<file path="config.mk">
export PLATFORM = sky130hd
export DESIGN_NAME = sa_pe_mac_flat
export DESIGN_NICKNAME = d
export VERILOG_FILES = /design/src/rtl/sa_pe_mac_if.sv /design/src/rtl/sa_pe_mac.sv /design/src/flat_wrapper.sv
export SDC_FILE = /design/constraint.sdc
export NUM_CORES = 1
export LEC_CHECK = 0
export ABC_CLOCK_PERIOD_IN_PS = 8920
export BUFFER_PORTS_ARGS = -buffer_cell sky130_fd_sc_hd__buf_4
export CAP_MARGIN = 10
export CELL_PAD_IN_SITES_DETAIL_PLACEMENT = 1
export CELL_PAD_IN_SITES_GLOBAL_PLACEMENT = 1
export CORE_ASPECT_RATIO = 0.8
export CORE_UTILIZATION = 49
export CTS_CLUSTER_SIZE = 14
export DETAILED_ROUTE_END_ITERATION = 8
export PLACE_DENSITY = 0.82
export SYNTH_ARGS = -nofsm -noshare
export SYNTH_HDL_FRONTEND = slang
export SYNTH_SLANG_ARGS = --single-unit
</file>
<file path="constraint.sdc">
create_clock -name clk -period 8.92 [get_ports clk]
set_input_delay 0.892 -clock clk [delete_from_list [all_inputs] [get_ports clk]]
set_output_delay 0.892 -clock clk [all_outputs]
set_load 0.01 [all_outputs]
</file>
<file path="src/rtl/sa_pe_mac_if.sv">
// rtl/sa_pe_mac_if.sv - operand, result and status bundle of the systolic-array MAC PE
// Optional SA_PE_SAT_EN adds the o_sat result flag.
interface sa_pe_mac_if #(
  parameter int DAT_WIDTH = 16,
  parameter int ACC_WIDTH = 40,
  parameter int CNT_WIDTH = 16
);
  logic [CNT_WIDTH-1:0] i_k_len;
  logic                 i_a_vld;
  logic [DAT_WIDTH-1:0] i_a;
  logic                 i_b_vld;
  logic [DAT_WIDTH-1:0] i_b;
  logic                 o_a_vld;
  logic [DAT_WIDTH-1:0] o_a;
  logic                 o_b_vld;
  logic [DAT_WIDTH-1:0] o_b;
  logic                 o_res_vld;
  logic [ACC_WIDTH-1:0] o_res;
  logic                 i_res_rdy;
  logic                 o_busy;
  logic                 o_ovf;
  logic                 o_err;
`ifdef SA_PE_SAT_EN
  logic                 o_sat;
`endif

  modport master (
    output i_k_len, i_a_vld, i_a, i_b_vld, i_b, i_res_rdy,
`ifdef SA_PE_SAT_EN
    input  o_sat,
`endif
    input  o_a_vld, o_a, o_b_vld, o_b, o_res_vld, o_res, o_busy, o_ovf, o_err
  );

  modport slave (
    input  i_k_len, i_a_vld, i_a, i_b_vld, i_b, i_res_rdy,
`ifdef SA_PE_SAT_EN
    output o_sat,
`endif
    output o_a_vld, o_a, o_b_vld, o_b, o_res_vld, o_res, o_busy, o_ovf, o_err
  );
endinterface

</file>
<file path="src/rtl/sa_pe_mac.sv">
// rtl/sa_pe_mac.sv - output-stationary MAC PE: forwards operands, accumulates K_LEN products per tile
// Optional SA_PE_SAT_EN: saturating accumulation with a per-result o_sat flag.
module sa_pe_mac #(
  parameter int DAT_WIDTH = 16,
  parameter int ACC_WIDTH = 40,
  parameter int CNT_WIDTH = 16
) (
  input  logic       clk,
  input  logic       rst,
  sa_pe_mac_if.slave bus
);
  typedef enum logic {IDLE, ACC} state_t;

  state_t                      state_q, state_d;
  logic                        a_vld_q, a_vld_d, b_vld_q, b_vld_d;
  logic [DAT_WIDTH-1:0]        a_q, a_d, b_q, b_d;
  logic signed [ACC_WIDTH-1:0] acc_q, acc_d, res_q, res_d;
  logic [CNT_WIDTH-1:0]        cnt_q, cnt_d, k_q, k_d;
  logic                        res_vld_q, res_vld_d, ovf_q, ovf_d, err_q, err_d;
  logic                        fire, done;
  logic [CNT_WIDTH-1:0]        k_eff, cnt_inc;
  logic signed [2*DAT_WIDTH-1:0] prod;
  logic signed [ACC_WIDTH-1:0] prod_ext, base, sum;
`ifdef SA_PE_SAT_EN
  logic                        tile_sat_q, tile_sat_d, res_sat_q, res_sat_d, clip;
  logic signed [ACC_WIDTH-1:0] raw;
`endif

  always_comb begin
    fire     = bus.i_a_vld & bus.i_b_vld;
    prod     = $signed(bus.i_a) * $signed(bus.i_b);
    prod_ext = ACC_WIDTH'(prod);
    k_eff    = (bus.i_k_len == '0) ? CNT_WIDTH'(1) : bus.i_k_len;
    cnt_inc  = cnt_q + CNT_WIDTH'(1);
    // A tile always starts from zero, so the first product needs no stale accumulator.
    base     = (state_q == ACC) ? acc_q : '0;
`ifdef SA_PE_SAT_EN
    raw  = base + prod_ext;
    clip = (base[ACC_WIDTH-1] == prod_ext[ACC_WIDTH-1]) &&
           (raw[ACC_WIDTH-1] != base[ACC_WIDTH-1]);
    if (clip) begin
      sum = base[ACC_WIDTH-1] ? {1'b1, {(ACC_WIDTH-1){1'b0}}} : {1'b0, {(ACC_WIDTH-1){1'b1}}};
    end else begin
      sum = raw;
    end
`else
    sum = base + prod_ext;
`endif
    done = fire & ((state_q == IDLE) ? (k_eff == CNT_WIDTH'(1)) : (cnt_inc == k_q));

    state_d   = state_q;
    acc_d     = acc_q;
    cnt_d     = cnt_q;
    k_d       = k_q;
    res_d     = res_q;
    res_vld_d = res_vld_q;
    ovf_d     = ovf_q;
    err_d     = err_q | (bus.i_a_vld ^ bus.i_b_vld);
    a_vld_d   = bus.i_a_vld;
    a_d       = bus.i_a;
    b_vld_d   = bus.i_b_vld;
    b_d       = bus.i_b;
`ifdef SA_PE_SAT_EN
    tile_sat_d = tile_sat_q;
    res_sat_d  = res_sat_q;
`endif

    if (fire) begin
      acc_d = sum;
      if (state_q == IDLE) begin
        k_d   = k_eff;
        cnt_d = CNT_WIDTH'(1);
      end else begin
        cnt_d = cnt_inc;
      end
      state_d = done ? IDLE : ACC;
`ifdef SA_PE_SAT_EN
      tile_sat_d = ((state_q == ACC) & tile_sat_q) | clip;
`endif
    end

    // A new completion always wins the result register; losing an unread result is flagged.
    if (done) begin
      res_d     = sum;
      res_vld_d = 1'b1;
      if (res_vld_q & ~bus.i_res_rdy) ovf_d = 1'b1;
`ifdef SA_PE_SAT_EN
      res_sat_d = tile_sat_d;
`endif
    end else if (res_vld_q & bus.i_res_rdy) begin
      res_vld_d = 1'b0;
    end
  end

  always_ff @(posedge clk) begin
    if (rst) begin
      state_q   <= IDLE;
      acc_q     <= '0;
      cnt_q     <= '0;
      k_q       <= '0;
      res_q     <= '0;
      res_vld_q <= 1'b0;
      ovf_q     <= 1'b0;
      err_q     <= 1'b0;
      a_vld_q   <= 1'b0;
      a_q       <= '0;
      b_vld_q   <= 1'b0;
      b_q       <= '0;
`ifdef SA_PE_SAT_EN
      tile_sat_q <= 1'b0;
      res_sat_q  <= 1'b0;
`endif
    end else begin
      state_q   <= state_d;
      acc_q     <= acc_d;
      cnt_q     <= cnt_d;
      k_q       <= k_d;
      res_q     <= res_d;
      res_vld_q <= res_vld_d;
      ovf_q     <= ovf_d;
      err_q     <= err_d;
      a_vld_q   <= a_vld_d;
      a_q       <= a_d;
      b_vld_q   <= b_vld_d;
      b_q       <= b_d;
`ifdef SA_PE_SAT_EN
      tile_sat_q <= tile_sat_d;
      res_sat_q  <= res_sat_d;
`endif
    end
  end

  assign bus.o_a_vld   = a_vld_q;
  assign bus.o_a       = a_q;
  assign bus.o_b_vld   = b_vld_q;
  assign bus.o_b       = b_q;
  assign bus.o_res_vld = res_vld_q;
  assign bus.o_res     = res_q;
  assign bus.o_busy    = (state_q == ACC);
  assign bus.o_ovf     = ovf_q;
  assign bus.o_err     = err_q;
`ifdef SA_PE_SAT_EN
  assign bus.o_sat     = res_sat_q;
`endif
endmodule

</file>
<file path="src/flat_wrapper.sv">
// flat-port wrapper written by rule: the top's interface ports become plain ports
module sa_pe_mac_flat 
#(
  parameter int DAT_WIDTH = 16,
  parameter int ACC_WIDTH = 40,
  parameter int CNT_WIDTH = 16
)
  (clk, rst, bus_i_k_len, bus_i_a_vld, bus_i_a, bus_i_b_vld, bus_i_b, bus_i_res_rdy, bus_o_a_vld, bus_o_a, bus_o_b_vld, bus_o_b, bus_o_res_vld, bus_o_res, bus_o_busy, bus_o_ovf, bus_o_err);
  sa_pe_mac_if #(.DAT_WIDTH(DAT_WIDTH), .ACC_WIDTH(ACC_WIDTH), .CNT_WIDTH(CNT_WIDTH)) bus_i ();
  input  logic clk;
  input  logic rst;
  input wire logic [$bits(bus_i.i_k_len)-1:0] bus_i_k_len;
  input wire logic [$bits(bus_i.i_a_vld)-1:0] bus_i_a_vld;
  input wire logic [$bits(bus_i.i_a)-1:0] bus_i_a;
  input wire logic [$bits(bus_i.i_b_vld)-1:0] bus_i_b_vld;
  input wire logic [$bits(bus_i.i_b)-1:0] bus_i_b;
  input wire logic [$bits(bus_i.i_res_rdy)-1:0] bus_i_res_rdy;
  output wire logic [$bits(bus_i.o_a_vld)-1:0] bus_o_a_vld;
  output wire logic [$bits(bus_i.o_a)-1:0] bus_o_a;
  output wire logic [$bits(bus_i.o_b_vld)-1:0] bus_o_b_vld;
  output wire logic [$bits(bus_i.o_b)-1:0] bus_o_b;
  output wire logic [$bits(bus_i.o_res_vld)-1:0] bus_o_res_vld;
  output wire logic [$bits(bus_i.o_res)-1:0] bus_o_res;
  output wire logic [$bits(bus_i.o_busy)-1:0] bus_o_busy;
  output wire logic [$bits(bus_i.o_ovf)-1:0] bus_o_ovf;
  output wire logic [$bits(bus_i.o_err)-1:0] bus_o_err;
  assign bus_i.i_k_len = bus_i_k_len;
  assign bus_i.i_a_vld = bus_i_a_vld;
  assign bus_i.i_a = bus_i_a;
  assign bus_i.i_b_vld = bus_i_b_vld;
  assign bus_i.i_b = bus_i_b;
  assign bus_i.i_res_rdy = bus_i_res_rdy;
  assign bus_o_a_vld = bus_i.o_a_vld;
  assign bus_o_a = bus_i.o_a;
  assign bus_o_b_vld = bus_i.o_b_vld;
  assign bus_o_b = bus_i.o_b;
  assign bus_o_res_vld = bus_i.o_res_vld;
  assign bus_o_res = bus_i.o_res;
  assign bus_o_busy = bus_i.o_busy;
  assign bus_o_ovf = bus_i.o_ovf;
  assign bus_o_err = bus_i.o_err;
  sa_pe_mac #(.DAT_WIDTH(DAT_WIDTH), .ACC_WIDTH(ACC_WIDTH), .CNT_WIDTH(CNT_WIDTH)) u_core (.clk(clk), .rst(rst), .bus(bus_i));
endmodule
</file>
Word-level counts from Yosys, hierarchy flattened. Index checks and enable logic that the tools add are counted.

Register bits after elaboration: 150. Input bits: 53. Output and inout bits: 78. Logic and storage cells: 36.

Add/subtract/negate cells: 2. Multipliers: 1. Eq/ne operators: 2. Mux-type cells: 7. Bitwise operators: 8. Reduce and logical (&&, ||, !) cells: 4.

Operator list (count): $add 40x32->40 (1); $mux 40 (1); $mul 16x16->32 (1); $mux 16 (2); $add 16x1->16 const B (1); $eq 16x1->1 const B (1); $eq 16x16->1 (1); $logic_not 16->1 (1); $and 1x1->1 (4); $mux 1 (4); $reduce_and 2->1 (2); $not 1->1 (2); $reduce_bool 2->1 (1); $or 1x1->1 (1); $xor 1x1->1 (1).

Logic depth before layout (Yosys ltp).
Depth in word-level cells: 6. Mapped depth: 26. Depth with buffers taken out: 24.

Worst setup path before layout. No wires, ideal clock.

Path type: in2reg. Start point: in bus_i_b[8]. End point: reg u_core.acc_q[39]. Setup time: 0.086 ns. Data arrival time: 7.079 ns. Required time: 8.834 ns. Path slack: 1.755 ns. Stages: 25. Buffers on the path: 3. Cell sequence: clkbuf_1 > clkbuf_1 > nand2_1 > fa_1 > inv_1 > fa_1 > inv_1 > fa_1 > inv_1 > fa_1 > fa_1 > inv_1 > fa_1 > inv_1 > ha_1 > clkbuf_1 > a21oi_1 > o21ai_0 > a221o_1 > a211oi_2 > o311ai_4 > a2111oi_1 > o21ai_1 > xnor2_1 > a211oi_1.

Word-level cells in the longest chain between the ends: 2.

RTL lines: from (decl) (RTL line flat_wrapper.sv:16) `input wire logic [$bits(bus_i.i_b)-1:0] bus_i_b;`; $mul 16x16->32 (RTL line sa_pe_mac.sv:31) `prod = $signed(bus.i_a) * $signed(bus.i_b);`; $add 40x32->40 (RTL line sa_pe_mac.sv:47) `sum = base + prod_ext;`; to (signal assigned) (RTL line sa_pe_mac.sv:98) `acc_q <= '0;`; to (signal assigned) (RTL line sa_pe_mac.sv:115) `acc_q <= acc_d;`; to (decl) (RTL line sa_pe_mac.sv:17) `logic signed [ACC_WIDTH-1:0] acc_q, acc_d, res_q, res_d;`.

Every way passes these cells. A chain may end at the register's enable or synchronous reset.

Final worst setup path.
Start point: in bus_i_b[1]. End point: reg u_core.acc_q[38].

The elaborated chain is that of the path after synthesis.

==> impl_results.md <==
- Syn Inst Count: 2013
- Slowest stage delay, CP: 0.76 ns
- Layout area overhead: 10.3%
- H-Tree Depth: 4
- Post-synth top area share: 35.9%
- CTS tree: done
- Final period util: 81.4%
- Max-slew violations: 0
- Largest net degree at the start of global routing: 101
- Port Buffers: 130
- Post-CTS Setup Bufs: 0
- Vias per cell: 5.36
- Cell Rows: 63
- # IOs: 131
- Multi-input gate area: roughly 14000 µm²
- Synth top area cells: fa_1 36%, dfxtp_1 16%, inv_1 8.3%
- Post-synthesis cell area: 18400 µm²
- Sequential cell area: 3000 µm²
- Cell Chain, Critical Path: buf_4 > nand2_1 > inv_1 > fa_1 > fa_1 > inv_1 > fa_1 > inv_1 > fa_1 > fa_1 > inv_1 > fa_1 > inv_1 > ha_1 > inv_1 > nor2_1 > nand2_1 > a2111oi_0 > o21ai_0 > a21oi_1 > xnor2_1 > a211oi_1
- Filler cells: 4288
- DRC violations left: 0
- Layout Skew: 0.0223 ns
- Drt wl/cell: 19.1 µm
- Worst setup EP type: flop
- Synth cell count leaders: 408 x inv_1, 330 x fa_1, 169 x nand2_1
- Relative slew slack: between 30% and 40%
- Unique cell type count in the Yosys netlist: a little over 60
- # hold bufs at CTS: 0
- Post-route minimum period: 7.26 ns
- Global-route wire length before repair: 81.1 mm
- Slowest CP cell: a2111oi_0
- Vias in the first global route: 15.5k
- Detail Route Antenna Nets: 0
- Number of buffers created by CTS: 17
- Nets: 2581
- Die Y: around 180 µm
- Placer congestion estimate: 0.911
- Unrepaired setup endpoints after global routing: false
- Root buf cell: clkbuf_16
- Post-synth net total: 2513
- Sequential fraction of the synthesis area: 16.3%
- #FFs+latches synth: 150
- Total Neg Setup Slack: 0 ns
- Fraction of layout instances using a drive strength above 1: 8.60%
- Die Area: 38300 µm²
- Reg clk slew, reported paths: ~0.070 ns
- WL final: 49.4 mm
- Dominant synthesized flop cell: dfxtp_1
- Worst-margin pin slew: just over 1 ns
- Most frequent cell after synthesis: inv_1
- Warnings from Yosys: 0
- CP Launch Type: input port
- Run status: finished, final reports clean
- Routed via count: about 14k
- Length of the first detailed-routing pass in iterations: 5
- Hpwl dp: between 30 and 40 mm
- Top cell type by total area after synthesis: fa_1
- Iteration-0 DRC Markers: 739
- CP bufs+invs: 7
- Max Cap Viol: 0
- Worst skew pair latency: 0.47 ns
- # resized after CTS: 0
- Post-synth EDFFs: 0
- Async S/R FF share, synth: 0%
- Clk buf depth: 2
- Antenna violations before repair: 1
- Critical path type: in -> reg
- Hold Fails Final Rpt: 0
- # diodes: 0
- Worst EP arrival: 7.56 ns
- Mean Syn Cell Area: 9.14 µm²
- Total GRT Usage: 27.5%
- TritonCTS sink count: 150
- Setup-failing EPs final: 0
- Worst-path fanout max: 17
- Die width: 219 µm
- Core Area: 37000 µm²
- CP delay by family, top: adder cells
- Fmax: 138 MHz
- Worst path required time: 9.22 ns
- Initial Utilization: 49.6%
- Hold crit path type: reg -> reg
- Congestion Overflow GR: 0
[layer usage]
| metal | vias up | track usage [%] | part of all wire (%) |
|---|---|---|---|
| li1 | 6296 | - | - |
| met5 | - | 0 | 0.026 |
| met3 | 94 | 3.86 | 3.8 |
| met2 | 289 | 48.5 | 52 |
| met1 | 7165 | 34.0 | 41 |
| met4 | 2 | 10.3 | 3.2 |
[worst min-delay path, stage by stage, from the launching register on]
cell	delay [ns]
dfxtp_1	0.32
nand2_1	0.05
a21oi_1	0.05
[final timing paths]
kind,from,to,slack [ns],cells past startpoint
setup / recovery,bus_i_b[1],u_core.acc_q[38],1.66,22
hold reg to reg,u_core.k_q[3],u_core.k_q[3],0.47,2
hold / removal,u_core.k_q[3],u_core.k_q[3],0.47,2
setup reg to reg,u_core.bus.o_busy,u_core.acc_q[38],2.18,19
[flip-flops by register name, indices dropped and copies added, names as in the netlist]
signal and cells:
u_core.bus.o_busy 1, u_core.bus.o_ovf 1, u_core.bus.o_a 16, u_core.bus.o_res 40, u_core.k_q 16, u_core.bus.o_b_vld 1
u_core.acc_q 40, u_core.cnt_q 16, u_core.bus.o_res_vld 1, u_core.bus.o_a_vld 1, u_core.bus.o_err 1, u_core.bus.o_b 16
[logic make-up after synthesis]
kind of cell,synth area share (%)
simple gates,16.6
xor+xnor,2.95
buf+inv,10.3
fa+ha+maj,43.9
flops,16.3
mux,3.16
compound gates,6.73
[placed cells by master, fill, tap and decap left out, types with 8 or more instances in the layout]
cell type    n
nand2_1    169
fa_1       330
and2_1     153
o22ai_1     22
o21ai_0     29
inv_1      408
nor2_1     128
nor3b_1      8
nand3_1     26
nor2b_1     50
ha_1       116
xnor2_1     46
xor2_1      16
a211oi_1    11
a21oi_1     63
buf_4      137
nand2b_1    24
mux2i_1     58
a22oi_1      8
clkbuf_16   17
dfxtp_1    150
a21o_1      10
nand4_1      9
nor3_1      11
[area by class of cell]
type                            count  share of cell area, %
Multi-Input combinational cell   1367                   66.6
Clock inverter                     15                  0.913
Tap cell                          487                   3.00
Inverter                          408                   7.55
Clock buffer                       17                   2.10
Timing Repair Buffer              137                   5.07
Sequential cell                   150                   14.8
[per-stage QoR]
step | worst slack [ns] | instance area [µm²] | cells | hold slack (ns) | utilization [%]
final | 1.66 | 20300 | 2581 | 0.474 | 54.8
after global routing | 1.30 | 20300 | 2581 | 0.496 | 54.8
after CTS | 1.67 | 20300 | 2581 | 0.477 | 54.8
after detailed placement | 1.20 | 19700 | 2549 | 0.466 | 53.1
after floorplan | 1.76 | 18400 | 2013 | 0.442 | -
after global placement | 1.39 | 19700 | 2549 | 0.452 | 53.1
Power is left out: the tool's default activity adds up to more than one toggle a clock period on the data nets, which glitch-free logic cannot reach.
